--- src/rtl/rtc_display_pkg.sv ---
// Shared types and helpers for the multiplexed 7-segment scan logic.
package rtc_display_pkg;

  typedef enum logic [1:0] {IDLE, BLANK, ON, OFF} scan_state_t;

  localparam logic [7:0] SEG_OFF = 8'hFF;
  localparam logic [7:0] DIG_OFF = 8'hFF;

  // One-hot active-low digit select; unused high digits stay at 1.
  function automatic logic [7:0] digit_sel(input logic [2:0] idx);
    logic [7:0] sel;
    sel      = DIG_OFF;
    sel[idx] = 1'b0;
    return sel;
  endfunction

endpackage

--- src/rtl/rtc_slot_timer.sv ---
// Per-slot cycle counter with the blank-end, on-end and slot-end compare strobes.
module rtc_slot_timer #(
  parameter int unsigned BLANK_CYCLES = 64,
  parameter int unsigned STEP_CYCLES  = 1024,
  parameter int unsigned SLOT_CYCLES  = BLANK_CYCLES + 16 * STEP_CYCLES,
  parameter int unsigned CW           = $clog2(SLOT_CYCLES)
) (
  input  logic       sclk,
  input  logic       reset_n,
  input  logic       enable,
  input  logic       run,
  input  logic [3:0] bright,
  output logic       blank_end,
  output logic       on_end,
  output logic       pre_end,
  output logic       slot_end
);

  logic [CW-1:0] cyc_q;
  logic [CW-1:0] on_last;

  assign on_last = CW'(BLANK_CYCLES - 1) + CW'(bright) * CW'(STEP_CYCLES);

  // Held at zero while idle so the first slot after enable starts at cyc 0.
  always_ff @(posedge sclk or negedge reset_n) begin
    if (!reset_n) begin
      cyc_q <= '0;
    end else if (!enable || !run || slot_end) begin
      cyc_q <= '0;
    end else begin
      cyc_q <= cyc_q + 1'b1;
    end
  end

  assign blank_end = (cyc_q == CW'(BLANK_CYCLES - 1));
  assign on_end    = (cyc_q == on_last);
  assign pre_end   = (cyc_q == CW'(SLOT_CYCLES - 2));
  assign slot_end  = (cyc_q == CW'(SLOT_CYCLES - 1));

endmodule

--- src/rtl/rtc_scan_ctrl.sv ---
// Scan scheduler for the 7-segment array: slot FSM, per-slot input latches, registered pins.
module rtc_scan_ctrl
  import rtc_display_pkg::*;
#(
  parameter int unsigned NUM_DIGITS   = 6,
  parameter int unsigned BLANK_CYCLES = 64,
  parameter int unsigned STEP_CYCLES  = 1024
) (
  input  logic                    i_sclk,
  input  logic                    i_reset_n,
  input  logic                    i_enable,
  input  logic [3:0]              i_brightness,
  input  logic [NUM_DIGITS-1:0]   i_blank_mask,
  input  logic [8*NUM_DIGITS-1:0] i_seg_data,
  output logic [7:0]              o_segments,
  output logic [7:0]              o_digits,
  output logic [2:0]              o_active_digit,
  output logic                    o_frame_tick
);

  localparam int unsigned SLOT_CYCLES = BLANK_CYCLES + 16 * STEP_CYCLES;
  localparam int unsigned CW          = $clog2(SLOT_CYCLES);
  localparam logic [2:0]  LAST_DIG    = 3'(NUM_DIGITS - 1);

  scan_state_t state_q, state_d;
  logic [2:0]  digit_q, digit_d;
  logic [3:0]  bright_q;
  logic        mask_q;
  logic [7:0]  pat_q;
  logic [7:0]  seg_q, seg_d;
  logic [7:0]  dig_q, dig_d;
  logic        tick_q, tick_d;
  logic        latch;
  logic        blank_end, on_end, pre_end, slot_end;

  rtc_slot_timer #(
    .BLANK_CYCLES (BLANK_CYCLES),
    .STEP_CYCLES  (STEP_CYCLES),
    .SLOT_CYCLES  (SLOT_CYCLES),
    .CW           (CW)
  ) u_timer (
    .sclk      (i_sclk),
    .reset_n   (i_reset_n),
    .enable    (i_enable),
    .run       (state_q != IDLE),
    .bright    (bright_q),
    .blank_end (blank_end),
    .on_end    (on_end),
    .pre_end   (pre_end),
    .slot_end  (slot_end)
  );

  always_comb begin
    state_d = state_q;
    digit_d = digit_q;
    latch   = 1'b0;
    if (!i_enable) begin
      state_d = IDLE;
      digit_d = '0;
    end else begin
      unique case (state_q)
        IDLE: begin
          state_d = BLANK;
          digit_d = '0;
          latch   = 1'b1;
        end
        BLANK: if (blank_end) state_d = (bright_q != 4'd0 && !mask_q) ? ON : OFF;
        ON:    if (on_end) state_d = OFF;
        OFF: begin
          if (slot_end) begin
            state_d = BLANK;
            digit_d = (digit_q == LAST_DIG) ? 3'd0 : digit_q + 3'd1;
            latch   = 1'b1;
          end
        end
        default: state_d = IDLE;
      endcase
    end
    // Outputs are computed from the next state so the pins track the FSM with no lag.
    seg_d  = (state_d == ON) ? pat_q : SEG_OFF;
    dig_d  = (state_d == ON) ? digit_sel(digit_q) : DIG_OFF;
    tick_d = i_enable && (state_q != IDLE) && pre_end && (digit_q == LAST_DIG);
  end

  always_ff @(posedge i_sclk or negedge i_reset_n) begin
    if (!i_reset_n) begin
      state_q  <= IDLE;
      digit_q  <= '0;
      bright_q <= '0;
      mask_q   <= 1'b0;
      pat_q    <= SEG_OFF;
      seg_q    <= SEG_OFF;
      dig_q    <= DIG_OFF;
      tick_q   <= 1'b0;
    end else begin
      state_q <= state_d;
      digit_q <= digit_d;
      seg_q   <= seg_d;
      dig_q   <= dig_d;
      tick_q  <= tick_d;
      if (latch) begin
        bright_q <= i_brightness;
        mask_q   <= i_blank_mask[digit_d];
        pat_q    <= i_seg_data[{digit_d, 3'b000} +: 8];
      end
    end
  end

  assign o_segments     = seg_q;
  assign o_digits       = dig_q;
  assign o_active_digit = digit_q;
  assign o_frame_tick   = tick_q;

endmodule

--- config.mk ---
export PLATFORM = sky130hd
export DESIGN_NAME = rtc_scan_ctrl
export DESIGN_NICKNAME = d
export VERILOG_FILES = /design/src/rtl/rtc_display_pkg.sv /design/src/rtl/rtc_slot_timer.sv /design/src/rtl/rtc_scan_ctrl.sv
export SDC_FILE = /design/constraint.sdc
export NUM_CORES = 1
export LEC_CHECK = 0
export ABC_AREA = 0
export CAP_MARGIN = 15
export CORE_AREA = 2 2 77 79
export CTS_CLUSTER_DIAMETER = 120
export CTS_CLUSTER_SIZE = 14
export DETAILED_ROUTE_END_ITERATION = 6
export DIE_AREA = 0 0 79 81
export PLACE_DENSITY = 0.88
export SLEW_MARGIN = 20
export SYNTH_ARGS = -nofsm -noshare
export SYNTH_HDL_FRONTEND = slang
export SYNTH_HIERARCHICAL = 1
export SYNTH_SLANG_ARGS = --single-unit
export TNS_END_PERCENT = 5
--- constraint.sdc ---
create_clock -name i_sclk -period 6.2 [get_ports i_sclk]
set_input_delay 0.62 -clock i_sclk [delete_from_list [all_inputs] [get_ports i_sclk]]
set_output_delay 0.62 -clock i_sclk [all_outputs]
set_load 0.02 [all_outputs]
# Yosys cells after proc, flatten, opt, wreduce, memory -nomap -nowiden
# Cells that the tools add are included.
[totals]
reg_bits = 50
inputBits = 61
wordCells = 59
output_inout_bits = 20
[classes]
order_cmp = 3
shift = 1
n_bitwise = 1
mux = 20
n_reduce_logical = 13
n_addsub = 3
eq_ne = 9
[ops]
columns = ["op", "n"]
rows = [
  ["$shiftx 48x7->8", 1],
  ["$eq 15x15->1 const B", 2],
  ["$mux 8", 2],
  ["$add 15x1->15 const B", 1],
  ["$add 6x14->15 const A", 1],
  ["$eq 15x15->1", 1],
  ["$eq 15x6->1 const B", 1],
  ["$mux 15", 1],
  ["$mux 3", 3],
  ["$lt 3x4->1 const B", 2],
  ["$mux 2", 4],
  ["$not 8->8", 1],
  ["$pmux 2 s4", 1],
  ["$eq 2x2->1 const B", 3],
  ["$pmux 3 s2", 1],
  ["$logic_and 1x1->1", 5],
  ["$mux 1", 5],
  ["$reduce_bool 4->1", 1],
  ["$add 3x1->3 const B", 1],
  ["$bmux 1 s3", 1],
  ["$demux 1 s3", 1],
  ["$eq 3x3->1 const B", 1],
  ["$ge 3x1->1 const B", 1],
  ["$logic_not 1->1", 3],
  ["other kinds (5)", 6],
]

# Depth between registers and ports, before layout
[logic_depth]
word_depth = 8
depth_mapped = 11
depth_no_buf = 10

# By module
# Netlist, hierarchy kept.
[by_module_without_submodules]
columns = ["mod", "cells_per_inst", "seq_area_each_um2", "instances", "area_per_inst_um2"]
rows = [
  ["rtc_scan_ctrl", 179, 905.9, 1, 1914.3],
  ["rtc_slot_timer", 85, 375.4, 1, 830.8],
]

# Worst setup path after synthesis
# Ideal clock, no wire load.
[synth_path]
kind = "register -> register"
startpoint = "register u_timer.cyc_q[11]"
endpoint = "register mask_q"
required_ns = 6.076
setup_slack_ns = 2.916
n_path_buf = 2
period_less_slack_ns = 3.284
stages_incl_launch_ff = 11
setup_ns = 0.124
arrival_time_ns = 3.160
cell_sequence = "dfrtp_1 -> or4_4 -> or4b_4 -> nor2_1 -> and3b_2 -> o31ai_1 -> buf_4 -> buf_4 -> mux2i_1 -> nor2_1 -> a211o_1"
[synth_between]
elab_chain_cells = 6
elab_cells_between_ends = 9
classes_between = "eq/ne: 1; mux: 8"
[synth_rtl]
columns = ["item", "line", "source"]
rows = [
  ["start: declaration", "rtc_slot_timer.sv:19", "logic [CW-1:0] cyc_q;"],
  ["start signal: assignment", "rtc_slot_timer.sv:31", "cyc_q <= cyc_q + 1'b1;"],
  ["$eq 15x15->1 *", "rtc_slot_timer.sv:38", "assign slot_end = (cyc_q == CW'(SLOT_CYCLES - 1));"],
  ["via slot_end", "rtc_scan_ctrl.sv:34", "logic blank_end, on_end, pre_end, slot_end;"],
  ["$mux 3", "rtc_scan_ctrl.sv:70", "if (slot_end) begin"],
  ["$pmux 3 s2", "rtc_scan_ctrl.sv:61", "unique case (state_q)"],
  ["$mux 3", "rtc_scan_ctrl.sv:57", "if (!i_enable) begin"],
  ["$bmux 1 s3", "rtc_scan_ctrl.sv:103", "mask_q <= i_blank_mask[digit_d];"],
  ["$mux 1 (not written as such)", "rtc_scan_ctrl.sv:103", ""],
  ["end signal: assignment", "rtc_scan_ctrl.sv:103", ""],
  ["end: declaration", "rtc_scan_ctrl.sv:28", "logic mask_q;"],
]
# Mark *: on every way through the listed nets, which the timed path passes. The rest lies on a longest branch. The select of a mux whose other input is x is not followed.
# A chain may end at the register's enable or synchronous reset.

# Final worst setup path
[layout_path]
startpoint = "register u_timer.cyc_q[11]"
endpoint = "register pat_q[6]"
[layout_between]
elab_chain_cells = 5
elab_cells_between_ends = 8
classes_between = "eq/ne: 1; shift: 1; mux: 6"
[layout_rtl]
columns = ["item", "line", "source"]
rows = [
  ["$eq 15x15->1 *", "rtc_slot_timer.sv:38", ""],
  ["via slot_end", "rtc_scan_ctrl.sv:34", ""],
  ["$mux 3", "rtc_scan_ctrl.sv:70", ""],
  ["$pmux 3 s2", "rtc_scan_ctrl.sv:61", ""],
  ["$mux 3", "rtc_scan_ctrl.sv:57", ""],
  ["$shiftx 48x7->8", "rtc_scan_ctrl.sv:104", "pat_q <= i_seg_data[{digit_d, 3'b000} +: 8];"],
  ["end signal: assignment", "rtc_scan_ctrl.sv:104", ""],
  ["end: declaration", "rtc_scan_ctrl.sv:29", "logic [7:0] pat_q;"],
]
# Mark *: on every way through the listed nets, which the timed path passes. The rest lies on a longest branch.

==> flow_summary.toml <==
[synthesis]
async_reset_ff_frac = 1.00
syn_area_sq_um = 2750
synthFlopType = "dfrtp_1"
yosysWarnings = 6
syn-num-nets = 332
synth_area_per_cell_sq_um = 10.4
seq_area_frac_synth = 0.467
synth_edf_count = 0
synth-seq-cells = 50
synth_cells = 264
synthDistinctLibCells = 50

[global_routing]
grt-ovfl-total = 0
grt_max_degree = 51
grt_pass1_wl_microns = 10400
grt_pass1_vias = 2176
grt_antenna_before_repair = 0
grt_usage = 0.211

[route]
ant_nets = 0
vias_per_cell = 5.31
vias = 2226
wirelength_microns = 6350
routedWlPerCell_microns = 15.2
route.detailed.drc = 0
first_pass_iters = 4
drt-initial-drc-count = 127

[clock_network]
clock-sinks = 50
htree_levels = 2
clk_latency_ps = 300
post_cts_buffers = 0
cts_hold_buf = 0
cts_max_path_buffers = 2
tritoncts = "done"
clkTransAtPathRegs_ps = 90
cts_root_buffer = "clkbuf_8"
numCtsBuffers = 5
cts_resized = 0

[timing]
maxSlewViolCount = 0
relSlewSlack = 0.465
fmax_mhz = 275
fin_crit_sh = 0.586
hold_violations = 0
tightest_slew_ps = 799
finalSetupTns_ps = 0
setup_viol = 0
skew_ps = 5.93
fin_crit_ps = 3630
rsz0062_at_grt = "false"

[setup_path]
worstPathMaxFanout = 14
slowest_delay_ps = 700
critPathTopFamily = "simple AND/OR/NAND/NOR gates"
crit_start = "u_timer/cyc_q[11]"
r2r-start = "u_timer/cyc_q[11]"
path_buf_inv = 0
worstSetupPathType = "flip-flop to flip-flop"
cp.arrival_ps = 3890
end_kind = "flip-flop"
worstPathRequired_ps = 6450
crit_chain = "or4_4 > or4b_4 > nor2_1 > a21oi_2 > or3b_4 > or4b_1 > o22ai_1 > a211o_1"
setup.worst_path.start_class = "flip-flop"
cp_slowest_cell = "or4b_1"

[placed_design]
gp_congestion = 0.861
io_buffer_count = 80
dp.cells = 411
dp_hpwl_microns = 4660

[floorplan]
core-area_sq_um = 5680
fp.dieH_microns = 81
io_pins = 81
start_util = 0.484
dieArea_sq_um = 6400
die_x_microns = 79
fp-row-count = 28

[pwr]
power_density_nw_per_um2 = 184
power_uw = 682
peakVddDrop_uv = 121
p_leak_nw = 1.66

[cells_and_area]
fillCellCount = 447
fin_nets = 411
area_growth_pct = 35.1
regArea_sq_um = 1280
drive_above_1_share = 0.128
num_antenna_cells = 0
multi_input_area_sq_um = 1380
instances_no_fill = 419

[flow_run]
max-cap-violations = 0

[run_status]
outcome = "completed"

[hold_path]
worstHoldPathType = "input pin to asynchronous set/reset pin"
## synthesized netlist by cell type (2+ instances only)
cell	instances	area share
dfrtp_1	26	0.24
nand3_1	6	0.011
nor2_1	34	0.046
a211o_1	9	0.029
o21ai_0	2	0.0036
or4_4	2	0.0082
inv_1	8	0.011
xor2_1	4	0.013
mux2i_1	28	0.10
nor3_1	5	0.0091
o22ai_1	10	0.023
dfstp_2	24	0.23
or4_1	3	0.0082
nor4_1	2	0.0046
nand2b_1	9	0.021
xnor2_1	13	0.041
and2_1	2	0.0046
nand4_1	6	0.014
nor2b_1	2	0.0046
nor3b_1	2	0.0055
clkbuf_1	2	0.0027
buf_4	3	0.0082
nand3b_1	3	0.0082
nand2_1	25	0.034
ha_1	7	0.032
buf_2	3	0.0055
## final timing paths
| path | cells after the start | slack [ps] | endpoint |
|---|---|---|---|
| max reg2reg | 8 | 2570 | pat_q[6] |
| min | 1 | 320 | o_active_digit[0] |
| max in group asynchronous | 1 | 5480 | mask_q |
| max | 8 | 2570 | pat_q[6] |
| min in group i_sclk | 1 | 500 | mask_q |
| min reg2reg | 1 | 500 | mask_q |
## flip-flops by register name (all words and copies together), names as in the netlist
signal          flops
o_frame_tick        1
bright_q            4
mask_q              1
pat_q               8
o_digits            8
o_segments          8
state_q             2
u_timer/cyc_q      15
o_active_digit      3
## through the flow
step                      hold WS (ps)   util  setup slack, ps  cell area, sq um
final                              318  0.653             2570              3710
after global routing               378  0.653             2350              3710
after CTS                          502  0.653             2580              3700
after detailed placement           483  0.634             2600              3600
after global placement             479  0.634             2770              3600
after floorplan                    324      -             2920              2750
## cell usage in the layout (no fill, tap or decap), types with 3 or more instances in the layout
cell / instances
xor2_1: 4
o22ai_1: 10
nand3b_1: 3
clkbuf_8: 5
nand3_1: 6
nand2_1: 25
nand2b_1: 9
or4_1: 3
nor3_1: 5
clkdlybuf4s50_1: 79
mux2i_1: 28
dfrtp_1: 26
inv_1: 8
ha_1: 7
nor2_1: 34
nand4_1: 6
buf_4: 3
xnor2_1: 13
dfstp_2: 24
a211o_1: 9
## area by class of cell
| cell class | count | area share |
|---|---|---|
| Clock buffer | 7 | 0.0206 |
| Clock inverter | 1 | 0.00810 |
| Inverter | 9 | 0.00911 |
| Multi-Input combinational cell | 195 | 0.372 |
| Sequential cell | 50 | 0.346 |
| Tap cell | 75 | 0.0253 |
| Timing Repair Buffer | 82 | 0.219 |
## kinds of logic (layout without fill, tap and decap cells)
group,count (synthesis),after routing,share of synthesized area
fa+ha+maj,7,7,0.0319
compound gates,33,33,0.0962
simple gates,110,110,0.213
buf+inv,19,99,0.0360
xor+xnor,17,17,0.0542
mux,28,28,0.102
flops,50,50,0.467
## routing by layer
layer,GRT usage,vias up,part of all wire
met3,0.0567,13,0.073
li1,-,1086,-
met2,0.364,81,0.49
met1,0.251,1046,0.42
met5,0,-,0
met4,0.0845,0,0.023
## power by group
part	internal (mW)	switching, mW
clock	0.121	0.103
combinational	0.0590	0.0360
sequential	0.351	0.0130
total	0.530	0.152
(Power assumes the default switching activity.)
